$ cat config.mk
export PLATFORM = sky130hd
export DESIGN_NAME = cdb_mp
export DESIGN_NICKNAME = d
export VERILOG_FILES = /design/src/rtl/cdb_pkg.sv /design/src/rtl/cdb_pick.sv /design/src/rtl/cdb_mp.sv
export SDC_FILE = /design/constraint.sdc
export NUM_CORES = 1
export LEC_CHECK = 0
export CAP_MARGIN = 5
export CORE_AREA = 3 3 239 241
export DETAILED_ROUTE_END_ITERATION = 12
export DIE_AREA = 0 0 242 244
export PLACE_DENSITY = 0.43
export SYNTH_ARGS = -nofsm -noshare
export SYNTH_HDL_FRONTEND = slang
export SYNTH_SLANG_ARGS = --single-unit
$ cat constraint.sdc
create_clock -name clk -period 78.5 [get_ports clk]
set_clock_uncertainty 0.05 [all_clocks]
set_input_delay 19.625 -clock clk [delete_from_list [all_inputs] [get_ports clk]]
set_output_delay 19.625 -clock clk [all_outputs]
set_load 0.02 [all_outputs]
$ cat src/rtl/cdb_pkg.sv
// cdb_pkg -- shared types and constants for the multi-port common data bus.
//   RegFile_t     : destination register tag carried with each result
//   ExpCode_t     : exception cause carried with each result
//   CdbPrior_t    : aging counter type at the default counter width
//   CDB_INIT_PRIOR: counter reload value at the default width
//   CDB_IDLE_*    : values driven on a writeback port that carries nothing
package cdb_pkg;

  localparam int CDB_PW   = 3;
  localparam int CDB_RF_W = 5;

  typedef logic [CDB_RF_W-1:0] RegFile_t;

  typedef enum logic [3:0] {
    EXP_I_MISS_ALIGN = 4'd0,
    EXP_I_ACC_FAULT  = 4'd1,
    EXP_ILLEGAL_INST = 4'd2,
    EXP_BREAKPOINT   = 4'd3,
    EXP_L_MISS_ALIGN = 4'd4,
    EXP_L_ACC_FAULT  = 4'd5,
    EXP_S_MISS_ALIGN = 4'd6,
    EXP_S_ACC_FAULT  = 4'd7,
    EXP_ECALL        = 4'd8
  } ExpCode_t;

  typedef logic [CDB_PW-1:0] CdbPrior_t;

  localparam CdbPrior_t CDB_INIT_PRIOR = '1;

  localparam logic     CDB_IDLE_E        = 1'b1;
  localparam RegFile_t CDB_IDLE_RD       = '0;
  localparam logic     CDB_IDLE_EXP      = 1'b1;
  localparam ExpCode_t CDB_IDLE_EXP_CODE = EXP_I_MISS_ALIGN;

  // Width of a unit index; kept at least 1 so a single-unit build still works.
  function automatic int cdb_idx_w(input int n);
    return (n > 1) ? $clog2(n) : 1;
  endfunction

endpackage

$ cat src/rtl/cdb_pick.sv
// cdb_pick -- selects the smallest key among UNITS candidates.
//   keys  : per-unit key {req_, counter, index}; MSB set means "not requesting"
//   excl  : units already taken by an earlier port in the chain
//   valid : a requesting, non-excluded unit was found
//   idx   : index of the winner (0 when !valid)
//   sel   : one-hot of the winner (all zero when !valid)
module cdb_pick #(
  parameter int UNITS = 6,
  parameter int KW    = 7,
  parameter int UW    = 3
) (
  input  logic [UNITS-1:0][KW-1:0] keys,
  input  logic [UNITS-1:0]         excl,
  output logic                     valid,
  output logic [UW-1:0]            idx,
  output logic [UNITS-1:0]         sel
);

  logic [KW-1:0] best;

  // NOTE: combinational logic uses blocking assignments, and every output gets
  // a default before the loop so no path leaves a value held (no latch).
  always_comb begin
    valid = 1'b0;
    idx   = '0;
    best  = '1;
    for (int u = 0; u < UNITS; u++) begin
      if (!excl[u] && !keys[u][KW-1] && (!valid || keys[u] < best)) begin
        valid = 1'b1;
        best  = keys[u];
        idx   = UW'(u);
      end
    end
    sel = '0;
    for (int u = 0; u < UNITS; u++) begin
      sel[u] = valid && (idx == UW'(u));
    end
  end

endmodule

$ cat src/rtl/cdb_mp.sv
// cdb_mp -- multi-port common data bus arbiter with aging priority.
// Up to PORTS of UNITS requesters win writeback each cycle; a requester that
// keeps losing has its counter aged down so its key eventually wins.
// Build option: CDB_OUT_REG_EN registers wb_* (1-cycle latency); without it
// wb_* are driven combinationally in the grant cycle.
//   clk, reset_ (sync, active-low), flush_ (active-low)
//   req_/ack_          : per-unit active-low request / grant
//   in_rd/in_data/in_exp_/in_exp_code : per-unit payload
//   pre_wb_e_/pre_wb_rd: per-port early wakeup, grant cycle
//   wb_e_/wb_rd/wb_data/wb_exp_/wb_exp_code : per-port broadcast
module cdb_mp
  import cdb_pkg::*;
#(
  parameter int UNITS      = 6,
  parameter int PORTS      = 2,
  parameter int DATA       = 64,
  parameter int PW         = CDB_PW,
  parameter int INIT_PRIOR = (1 << PW) - 1
) (
  input  logic                 clk,
  input  logic                 reset_,
  input  logic                 flush_,
  input  logic [UNITS-1:0]     req_,
  output logic [UNITS-1:0]     ack_,
  input  RegFile_t             in_rd       [UNITS],
  input  logic [DATA-1:0]      in_data     [UNITS],
  input  logic [UNITS-1:0]     in_exp_,
  input  ExpCode_t             in_exp_code [UNITS],
  output logic [PORTS-1:0]     pre_wb_e_,
  output RegFile_t             pre_wb_rd   [PORTS],
  output logic [PORTS-1:0]     wb_e_,
  output RegFile_t             wb_rd       [PORTS],
  output logic [DATA-1:0]      wb_data     [PORTS],
  output logic [PORTS-1:0]     wb_exp_,
  output ExpCode_t             wb_exp_code [PORTS]
);

  localparam int UW = cdb_idx_w(UNITS);
  localparam int KW = 1 + PW + UW;
  localparam logic [PW-1:0] RELOAD = PW'(INIT_PRIOR);

  logic [PW-1:0]           cnt        [UNITS];
  logic [UNITS-1:0][KW-1:0] keys;
  logic [UNITS-1:0]        excl       [PORTS+1];
  logic [PORTS-1:0]        pick_valid;
  logic [UW-1:0]           pick_idx   [PORTS];
  logic [UNITS-1:0]        pick_sel   [PORTS];
  logic                    enable;
  logic [PORTS-1:0]        grant_valid;
  logic [UNITS-1:0]        granted;

  // Port-side payload of the current grant; either driven out directly or
  // captured, depending on the build option.
  logic [PORTS-1:0]        nxt_e_;
  RegFile_t                nxt_rd     [PORTS];
  logic [DATA-1:0]         nxt_data   [PORTS];
  logic [PORTS-1:0]        nxt_exp_;
  ExpCode_t                nxt_code   [PORTS];

  // The unit index in the low bits makes every key unique, so ties on the
  // counter resolve to the lowest index with a plain magnitude compare.
  always_comb begin
    for (int u = 0; u < UNITS; u++) begin
      keys[u] = {req_[u], cnt[u], UW'(u)};
    end
  end

  // Each picker excludes every unit already won by a lower-numbered port, so
  // port p receives the (p+1)-th smallest key and no unit gets two ports.
  assign excl[0] = '0;

  for (genvar p = 0; p < PORTS; p++) begin : g_port
    cdb_pick #(
      .UNITS (UNITS),
      .KW    (KW),
      .UW    (UW)
    ) u_pick (
      .keys  (keys),
      .excl  (excl[p]),
      .valid (pick_valid[p]),
      .idx   (pick_idx[p]),
      .sel   (pick_sel[p])
    );
    assign excl[p+1] = excl[p] | pick_sel[p];
  end

  // Reset and flush both suppress every grant in the current cycle.
  assign enable      = reset_ & flush_;
  assign grant_valid = pick_valid & {PORTS{enable}};
  assign granted     = excl[PORTS] & {UNITS{enable}};
  assign ack_        = ~granted;

  always_comb begin
    for (int p = 0; p < PORTS; p++) begin
      nxt_e_[p]   = CDB_IDLE_E;
      nxt_rd[p]   = CDB_IDLE_RD;
      nxt_data[p] = '0;
      nxt_exp_[p] = CDB_IDLE_EXP;
      nxt_code[p] = CDB_IDLE_EXP_CODE;
      if (grant_valid[p]) begin
        nxt_e_[p]   = 1'b0;
        nxt_rd[p]   = in_rd[pick_idx[p]];
        nxt_data[p] = in_data[pick_idx[p]];
        nxt_exp_[p] = in_exp_[pick_idx[p]];
        nxt_code[p] = in_exp_code[pick_idx[p]];
      end
    end
  end

  assign pre_wb_e_ = nxt_e_;
  assign pre_wb_rd = nxt_rd;

  // Aging: a requester that loses counts down (saturating); winning, idling,
  // flush or reset restores the full count.
  // NOTE: sequential state is updated with non-blocking assignments only.
  always_ff @(posedge clk) begin
    for (int u = 0; u < UNITS; u++) begin
      if (!reset_ || !flush_ || req_[u] || granted[u]) begin
        cnt[u] <= RELOAD;
      end else if (cnt[u] != '0) begin
        cnt[u] <= cnt[u] - 1'b1;
      end
    end
  end

`ifdef CDB_OUT_REG_EN
  // Registered broadcast; reset wins over any grant captured on the same edge.
  always_ff @(posedge clk) begin
    if (!reset_) begin
      for (int p = 0; p < PORTS; p++) begin
        wb_e_[p]       <= CDB_IDLE_E;
        wb_rd[p]       <= CDB_IDLE_RD;
        wb_data[p]     <= '0;
        wb_exp_[p]     <= CDB_IDLE_EXP;
        wb_exp_code[p] <= CDB_IDLE_EXP_CODE;
      end
    end else begin
      wb_e_       <= nxt_e_;
      wb_rd       <= nxt_rd;
      wb_data     <= nxt_data;
      wb_exp_     <= nxt_exp_;
      wb_exp_code <= nxt_code;
    end
  end
`else
  // Zero-latency broadcast; flush and reset already idle the grant itself.
  assign wb_e_       = nxt_e_;
  assign wb_rd       = nxt_rd;
  assign wb_data     = nxt_data;
  assign wb_exp_     = nxt_exp_;
  assign wb_exp_code = nxt_code;
`endif

endmodule

* Yosys cells after proc, flatten, opt, wreduce, memory -nomap -nowiden
Memories as Yosys holds them, arrays and structs flattened.
Cells that the tools add are included.
Widths: inputs -> output; s select.
** Operators by class
- Bitwise logic cells :: 13
- Multiplexer cells :: 100
- Add/sub/neg operators :: 6
- Reductions and logical operators :: 82
- Order comparisons :: 14
- Eq/ne operators :: 10
** Operator list (count)
- $bmux 64 s3 :: 2
- $mux 64 :: 6
- $lt 7x7->1 :: 10
- $mux 7 :: 10
- $mux 1 :: 50
- $bmux 5 s3 :: 2
- $mux 3 :: 10
- $mux 5 :: 6
- $logic_and 1x1->1 :: 28
- $bmux 4 s3 :: 2
- $mux 4 :: 6
- $logic_not 1->1 :: 23
- $logic_or 1x1->1 :: 23
- $reduce_bool 3->1 :: 6
- $sub 3x1->3 const B :: 6
- $eq 3x2->1 const B :: 4
- $eq 3x3->1 const B :: 4
- $ge 4x4->1 const B :: 2
- $lt 3x4->1 const B :: 2
- $mux 2 :: 4
- $not 3->4 :: 2
- $and 6x6->6 :: 1
- $bmux 1 s3 :: 2
- $eq 3x1->1 const B :: 2
- other kinds (6) :: 12
** Storage, ports and cells
- Input port bits :: 453
- Register bits :: 0
- Memories :: 1
- Word-level logic and storage cells :: 226
- RAM bits :: 18
** Memory list
- cnt :: words 6, bits a word 3, rd ports 6, clocked after Yosys merged registers in 0, wr ports 6, RTL line cdb_mp.sv:42 : logic [PW-1:0] cnt [UNITS];

* Logic depth before layout (Yosys ltp)
Gate-level depths: netlist of run 1.
An unclocked memory read counts as a cell.
- Depth after elaboration :: 55
- Mapped depth :: 90

* Cells and area by module
From an unflattened synthesis of run 1, not the netlist that was laid out.
** Second synthesis, totals
- Cells, all modules :: 1477
- Area, all modules :: 12201.7 sq um
** By module, submodules not included
- cdb_mp :: times used 1, area each 8881.0 sq um, cells an instance 1035
- cdb_pick :: times used 2, area each 1660.3 sq um, cells an instance 221

* Worst setup path after synthesis of run 1
Ideal clock, no wire load.
- Path kind :: input-to-output
- From :: in req_[0]
- To :: out wb_rd[4] (netlist bit)
- Path slack :: 23580 ps
- Arrival :: 35245 ps
- Cell stages on the path :: 86
- Cell sequence :: buf_2 -> buf_1 -> nor2_1 -> ha_1 -> nand2_1 -> o21a_1 -> o21ai_1 -> nor2_1 -> a21oi_1 -> inv_1 -> ha_1 -> o21ai_1 -> a221o_1 -> and2_1 -> a21o_1 -> o21ai_0 -> inv_1 -> ha_1 -> (+50 left out) -> nor2b_1 -> o21ai_0 -> nand2_1 -> clkbuf_1 -> mux2_2 -> ha_1 -> o21a_1 -> o21ai_0 -> nand2b_1 -> a21oi_1 -> o21ai_0 -> clkbuf_1 -> a31o_1 -> buf_2 -> buf_6 -> mux2i_1 -> a221oi_1 -> buf_4
** RTL lines
- start, declared :: RTL line cdb_mp.sv:23 : input logic [UNITS-1:0] req_,
- end, declared :: RTL line cdb_mp.sv:32 : output RegFile_t wb_rd [PORTS],

==> results of run 1 <==
## path summary, 6_finish.rpt
check	startpoint	endpoint	slack (ns)	cells after the start
hold / removal	cnt[5][0]	cnt[5][0]	0.61	1
hold reg to reg	cnt[5][0]	cnt[5][0]	0.61	1
setup / recovery	req_[0]	wb_rd[4]	18.14	79
setup reg to reg	cnt[1][2]	cnt[2][0]	58.58	77
## area by class of cell
cell class / count / area (um^2) / area share (%)
Multi-Input combinational cell: 1272 / 8790 / 52.0
Timing Repair Buffer: 643 / 6380 / 37.8
Tap cell: 748 / 936 / 5.54
Sequential cell: 18 / 541 / 3.20
Inverter: 33 / 124 / 0.733
Clock buffer: 3 / 75.1 / 0.445
Antenna cell: 19 / 47.5 / 0.282
## cells by family after synthesis
logic type	after synthesis	share of synthesized area [%]
XOR/XNOR	5	0.429
AND/OR/NAND/NOR	592	24.6
flip-flops	18	5.30
buffers and inverters	201	9.69
adder cells (fa/ha/maj)	46	5.63
multiplexers	150	14.8
AO/OA/AOI/OAI	479	39.5
## power groups by stage
| stage | logic, W | registers, W | clock network (W) |
|---|---|---|---|
| detailed placement | 0.000236 | 0.0000115 | 0 |
| global route | 0.000252 | 0.0000114 | 0.0000113 |
| CTS | 0.000237 | 0.0000113 | 0.0000111 |
| floorplan | 0.000145 | 0.0000112 | 0 |
| finish | 0.000236 | 0.0000113 | 0.0000106 |
| global placement | 0.000235 | 0.0000116 | 0 |
## cell usage in the layout (no fill, tap or decap), types with 5 or more instances in the layout
| cell | instances |
|---|---|
| clkdlybuf4s50_1 | 620 |
| a21oi_1 | 21 |
| buf_4 | 23 |
| a311oi_1 | 72 |
| o22ai_1 | 72 |
| o211ai_1 | 77 |
| edfxtp_1 | 18 |
| o21ai_0 | 18 |
| ha_1 | 45 |
| nand2_1 | 254 |
| a221oi_1 | 23 |
| xnor2_1 | 5 |
| nor2_1 | 181 |
| nor2b_1 | 7 |
| inv_1 | 33 |
| a211oi_1 | 76 |
| a221oi_2 | 51 |
| nand2b_1 | 10 |
| diode_2 | 19 |
| a31oi_1 | 6 |
| a21o_1 | 9 |
| nand3_1 | 12 |
| mux2i_1 | 146 |
| nor3_1 | 83 |
| and2_1 | 7 |
## metal layers
layer / wire length [um] / GRT usage (%) / share of wire, % / up-vias
li1: - / - / - / 6693
met1: 29900 / 28.5 / 40 / 7062
met2: 36100 / 41.4 / 49 / 752
met3: 6270 / 5.86 / 8.5 / 97
met4: 1720 / 6.54 / 2.3 / 14
met5: 100 / 0 / 0.14 / -
## through the flow
step                      std cells  hold slack, ns  worst slack (ns)  utilization, %  instance area (um^2)
after floorplan                1491           0.511             23.58               -                 10200
after global placement         2714           0.609             18.65            30.4                 16800
after detailed placement       2714           0.601             18.19            30.4                 16800
after CTS                      2717           0.619             18.11            30.6                 16800
after global routing           2732           0.646             16.31            30.6                 16900
final                          2736           0.609             18.14            30.7                 16900
==> flow_summary.ini, run 1 <==
[hold_path]
hp-class = flop to flop

[power]
swShare_pct = 57.3
cellLeakagePower_nw = 6.18
pwr-share-comb_pct = 91.5
ir_drop_uv = 8.91
switching_power_w = 0.000148
clock_power_share_pct = 4.1
power_frac_seq_pct = 4.4
power.density_nw_per_um2 = 15.3
internal-power_w = 0.000110
power.total_w = 0.000258

[cells_and_area]
largest_reg_flops = 18
fillers = 5959
fin_nets = 2469
regMostFlops = cnt
top_regs = cnt x18
drive_gt1_share_pct = 5.94
syn2layout_area_growth_pct = 65.6

[logic_synthesis]
ys_seq_elements = 18
syn_inst = 1491
yosysSeqAreaShare_pct = 5.30
ys.flop_type = edfxtp_1
yosys-top-cells-area = mux2i_1 14%, nand2_1 9.5%, a221oi_2 7.5%, nor2_1 6.8%, a311oi_1 6.2%
synth-edff-count = 18
yosys_warnings = 0
async_reset_ff_share_pct = 0
syn_nets = 1989
post-synth-top-count-cell = nand2_1
synth_top_area_share_pct = 14.3
syn-mean-instance-area_um2 = 6.84
ys_types = 73
synth_top_cell_by_area = mux2i_1
syn_area_um2 = 10200
synth_commonest_cells = 257 x nand2_1, 185 x nor2_1, 146 x mux2i_1

[clock_tree]
post-cts-setup-buffer-count = 0
clk_pin_slew_ns = 0.06
insertion_delay_ns = 0.26
hold_buffers = 0
cts_root_buf = clkbuf_16
cts_tree = yes
cts_resized = 0
clock-sinks = 18
cts_buffers = 3
cts_buffer_depth = 2
h-tree-depth = 1

[worst_setup_path]
critPathTopFamily = compound AO/OA/AOI/OAI gates
arrival_ns = 40.69
critPathCaptureType = primary output
crit_slowest_cell = clkdlybuf4s50_1
critPathLaunchType = primary input
critPathKind = primary input to primary output
cp_max_fo = 60
slowest_delay_ns = 0.99
crit_path_frequent_cell = ha_1
critical_path_buf_inv_count = 10
cp.required_ns = 58.83

[floorplan]
rows = 86
die-area_um2 = 59000
die_h_um = 244
design.core.area_um2 = 55100
start_util_pct = 18.5
die_width_um = 242
io_pins = 621

[timing]
max_slew_margin_pct = 26.3
fmax_mhz = 16.6
drv_slew = 0
post-route-period-util_pct = 76.9
finalSetupTns_ns = 0
hold_violations = 0
min_period_ns = 60.36
max_slew.worst_pin.slew_ns = 1.11
rsz0062_at_grt = no
setup_viol_count_final = 0

[drt]
drc = 0
ant_nets = 0
first_pass_iters = 6
first_iter_violations = 1052
via_count = 14618
wl_per_cell_um = 27.1
vias_per_cell = 5.34
totalWireLength_mm = 74.0

[global_route]
grt_pass1_vias = 14961
grt_max_degree = 75
grt_usage_pct = 23.6
gr-total-overflow = 0
grt_pass1_wl_mm = 107
antenna_found_initial = 26

[placement]
dpl.hpwl_mm = 54.1
port_buffers = 620
place.gp.congestion = 0.882

[run]
cap_violations = 0

[status]
status = completed
Power figures use the tool's default switching activity.
==> inputs of run 2 (changes only) <==
--- a/config.mk
+++ b/config.mk
@@ -9,7 +9,7 @@
 export CORE_AREA = 3 3 239 241
 export DETAILED_ROUTE_END_ITERATION = 12
 export DIE_AREA = 0 0 242 244
-export PLACE_DENSITY = 0.43
+export PLACE_DENSITY = 0.44
 export SYNTH_ARGS = -nofsm -noshare
 export SYNTH_HDL_FRONTEND = slang
 export SYNTH_SLANG_ARGS = --single-unit
==> constraint.sdc (replaced) <==
create_clock -name clk -period 49.9 [get_ports clk]
set_clock_uncertainty 0.05 [all_clocks]
set_input_delay 12.475 -clock clk [delete_from_list [all_inputs] [get_ports clk]]
set_output_delay 12.475 -clock clk [all_outputs]
set_load 0.02 [all_outputs]
==> flow_summary.ini, run 2 (synthesized netlist as in run 1, its figures left out) <==
[clock_tree]
h-tree-depth = 1
cts_buffer_depth = 2
hold_buffers = 0
cts_tree = yes
cts_buffers = 3
clock-sinks = 18
insertion_delay_ns = 0.25
cts_resized = 0
post-cts-setup-buffer-count = 0
cts_root_buf = clkbuf_16
clk_pin_slew_ns = 0.06

[drt]
drc = 0
vias_per_cell = 5.37
first_pass_iters = 5
totalWireLength_mm = 77.0
via_count = 14699
wl_per_cell_um = 28.2
first_iter_violations = 990
ant_nets = 0

[placement]
dpl.hpwl_mm = 56.4
place.gp.congestion = 0.928
dp_cells = 2715
port_buffers = 620

[worst_setup_path]
critPathKind = primary input to primary output
cp.required_ns = 37.38
critPathLaunchType = primary input
rrSetupSlack_ns = 30.86
critPathTopFamily = compound AO/OA/AOI/OAI gates
arrival_ns = 33.25
critical_path_buf_inv_count = 10
crit_slowest_cell = clkdlybuf4s50_1
critPathCaptureType = primary output
cp_max_fo = 75
r2r-start = cnt[1][2]
ff2ff_path_depth = 76
slowest_delay_ns = 0.95
r2r-end = cnt[2][2]
crit_path_frequent_cell = ha_1

[cells_and_area]
top_regs = cnt x18
mostFrequentLayoutCells = 620 x clkdlybuf4s50_1, 254 x nand2_1, 181 x nor2_1
fin_util_pct = 30.7
syn2layout_area_growth_pct = 65.7
drive_gt1_share_pct = 5.99
fin_nets = 2470
stdcell_count = 2735
regMostFlops = cnt
largest_reg_flops = 18
final_common_cell = clkdlybuf4s50_1

[power]
ir_drop_uv = 17.9
power.density_nw_per_um2 = 24.3
power.total_w = 0.000411
cellLeakagePower_nw = 6.18

[timing]
hold_violations = 0
max_slew.worst_pin.slew_ns = 1.06
finalSetupTns_ns = 0
post-route-period-util_pct = 91.7
drv_slew = 0
rsz0062_at_grt = no
max_slew_margin_pct = 29.1
fin_hold_ws_ns = 0.609
setup_viol_count_final = 0
min_period_ns = 45.77
fmax_mhz = 21.8

[hold_path]
hold_depth = 1
min_to = cnt[5][0]
min-delay-start = cnt[5][0]
hp-class = flop to flop

[global_route]
grt_pass1_wl_mm = 109
grt_pass1_vias = 14605
antenna_found_initial = 22
gr-total-overflow = 0
grt_usage_pct = 24.5
grt_max_degree = 76

[floorplan]
die-area_um2 = 59000
die_h_um = 244
start_util_pct = 18.5
die_width_um = 242
rows = 86
design.core.area_um2 = 55100
io_pins = 621

[status]
status = completed

[run]
cap_violations = 0
## run 2: worst max-delay path by stage
stage | from | to | slack [ns] | cells after the start
5_1_grt | req_[0] | wb_rd[4] | 2.55 | 80
2_1_floorplan | req_[0] | wb_rd[4] | 9.28 | 86
3_3_place_gp | req_[0] | wb_exp_[1] | 4.43 | 79
4_1_cts | req_[0] | wb_exp_[1] | 4.02 | 79
6_report | req_[0] | wb_data[54] | 4.13 | 79
3_5_place_dp | req_[0] | wb_data[54] | 4.10 | 79
## run 2: where the power goes
part           total [W]  switching [W]  internal [W]
combinational   0.000377       0.000230      0.000146
sequential     0.0000178    0.000000885     0.0000169
clock          0.0000168     0.00000607     0.0000107
## run 2: per-stage QoR
step	instance area, um^2	setup WS (ns)
after floorplan	10200	9.28
after global placement	16800	4.43
after detailed placement	16800	4.10
after CTS	16900	4.02
after global routing	16900	2.55
final	16900	4.13
## run 2: layout make-up
cell class	count	area, um^2
multi-input cells	1272	8790
flip-flops and latches	18	541
clock buffers	3	75.1
fillers	5931	38200
well taps	748	936
repair buffers	644	6390
clock inverters	1	3.75
inverters	33	124
diodes	16	40.0
## run 2: worst register-to-register path, delay by kind of cell (launching register included)
kind | cells | cell delay (ns)
adders and majority gates | 11 | 3.29
and+or+nand+nor | 21 | 4.59
AOI/OAI and AO/OA | 36 | 7.83
buffers and inverters | 7 | 2.06
DFF | 1 | 0.55
muxes | 1 | 0.37
## run 2: routing by layer
metal | vias to the layer above | track usage, % | share of wire [%]
met1 | 7061 | 29.6 | 40
met2 | 800 | 42.1 | 48
met5 | - | 0 | 0.071
met4 | 10 | 6.65 | 2.8
li1 | 6705 | - | -
met3 | 123 | 7.38 | 9.6
==> inputs of run 3 (changes only) <==
--- a/config.mk
+++ b/config.mk
@@ -5,10 +5,11 @@
 export SDC_FILE = /design/constraint.sdc
 export NUM_CORES = 1
 export LEC_CHECK = 0
-export CAP_MARGIN = 5
+export CAP_MARGIN = 20
 export CORE_AREA = 3 3 239 241
 export DETAILED_ROUTE_END_ITERATION = 12
 export DIE_AREA = 0 0 242 244
+export GPL_TIMING_DRIVEN = 0
 export PLACE_DENSITY = 0.44
 export SYNTH_ARGS = -nofsm -noshare
 export SYNTH_HDL_FRONTEND = slang
==> flow_summary.ini, run 3 (synthesized netlist as in run 1, its figures left out) <==
[clock_tree]
cts_tree = yes
hold_buffers = 0
cts_buffers = 3
clock-sinks = 18
cts_root_buf = clkbuf_16
h-tree-depth = 1
post-cts-setup-buffer-count = 0
cts_resized = 0
cts_buffer_depth = 2
insertion_delay_ns = 0.26
clk_pin_slew_ns = 0.06

[floorplan]
start_util_pct = 18.5
die-area_um2 = 59000
die_h_um = 244
rows = 86
design.core.area_um2 = 55100
io_pins = 621
die_width_um = 242

[hold_path]
hold_depth = 1
hp-class = flop to flop

[cells_and_area]
top_regs = cnt x18
largest_reg_flops = 18
fillers = 5995
final_common_cell = clkdlybuf4s50_1
mostFrequentLayoutCells = 620 x clkdlybuf4s50_1, 257 x nand2_1, 184 x nor2_1
drive_gt1_share_pct = 6.14
syn2layout_area_growth_pct = 71.5
regMostFlops = cnt
fin_nets = 2616

[global_route]
grt_usage_pct = 26.6
gr-total-overflow = 0
grt_max_degree = 12
antenna_found_initial = 21
grt_pass1_wl_mm = 118
grt_pass1_vias = 15328

[drt]
first_iter_violations = 1105
first_pass_iters = 6
wl_per_cell_um = 29.1
ant_nets = 0
vias_per_cell = 5.34
via_count = 15364
totalWireLength_mm = 83.8
drc = 0

[placement]
port_buffers = 620
place.gp.congestion = 0.966
dpl.hpwl_mm = 67.0

[worst_setup_path]
cp_max_fo = 10
ff2ff_path_depth = 82
crit_path_frequent_cell = ha_1
critPathLaunchType = primary input
crit_slowest_cell = clkbuf_1
arrival_ns = 34.88
critPathCaptureType = primary output
critPathKind = primary input to primary output
cp.required_ns = 37.38
slowest_delay_ns = 0.84

[timing]
drv_slew = 0
post-route-period-util_pct = 95.0
fin_hold_ws_ns = 0.609
rsz0062_at_grt = no
setup_viol_count_final = 0
finalSetupTns_ns = 0
hold_violations = 0
min_period_ns = 47.41
max_slew.worst_pin.slew_ns = 1.04
fmax_mhz = 21.1
max_slew_margin_pct = 30.9

[power]
ir_drop_uv = 9.79
cellLeakagePower_nw = 6.45
power.density_nw_per_um2 = 25.2

[run]
cap_violations = 0

[status]
status = completed
run 3: cell types whose count changed in the layout (fill, tap and decap cells not counted), sizes merged:
cell | before | now
clkbuf | 3 | 116
clkinv | 1 | 0
diode | 16 | 15
buf | 24 | 57
run 3: final cells by class:
cell class | instances | area (um^2) | share of cell area, %
clock buffers | 3 | 75.1 | 0.429
multi-input cells | 1272 | 8670 | 49.6
well taps | 748 | 936 | 5.35
plain buffers | 168 | 865 | 4.94
repair buffers | 622 | 6240 | 35.7
diodes | 15 | 37.5 | 0.215
flip-flops and latches | 18 | 541 | 3.09
inverters | 33 | 124 | 0.708
run 3: layer usage:
layer	up-vias	wire length (um)	global-route usage, %
met5	-	43	0
met4	6	1160	4.19
met3	62	6580	6.85
met2	729	40300	46.0
met1	7578	35700	33.9
li1	6989	-	-
run 3: worst paths after layout:
| kind | start | endpoint | slack [ns] |
|---|---|---|---|
| hold reg to reg | cnt[5][0] | cnt[5][0] | 0.61 |
| setup reg to reg | cnt[0][2] | cnt[5][0] | 29.02 |
| hold / removal | cnt[5][0] | cnt[5][0] | 0.61 |
| setup / recovery | req_[0] | wb_rd[3] | 2.49 |
run 3: critical path: cells and delay by family:
kind	cells	cell delay, ns
AO/OA/AOI/OAI	36	8.36
adder cells (fa/ha/maj)	11	3.21
AND/OR/NAND/NOR	20	3.12
buffers and inverters	18	7.32
multiplexers	1	0.35
run 3: metrics by stage:
step	worst slack (ns)	instance area, um^2	power, W	util, %	std cells
2_1_floorplan	9.28	10200	0.000245	-	1491
3_3_place_gp	2.45	17300	0.000420	31.5	2859
3_5_place_dp	2.36	17400	0.000421	31.5	2861
4_1_cts	2.23	17400	0.000441	31.7	2864
5_1_grt	0.973	17500	0.000464	31.7	2879
6_report	2.49	17500	0.000440	31.7	2879
run 3: power by group:
part / leakage, nW / internal (W) / switching [W] / total [W]
logic: 6.27 / 0.000160 / 0.000245 / 0.000405
clock network: 0.0371 / 0.0000106 / 0.00000667 / 0.0000173
registers: 0.147 / 0.0000169 / 0.000000681 / 0.0000176
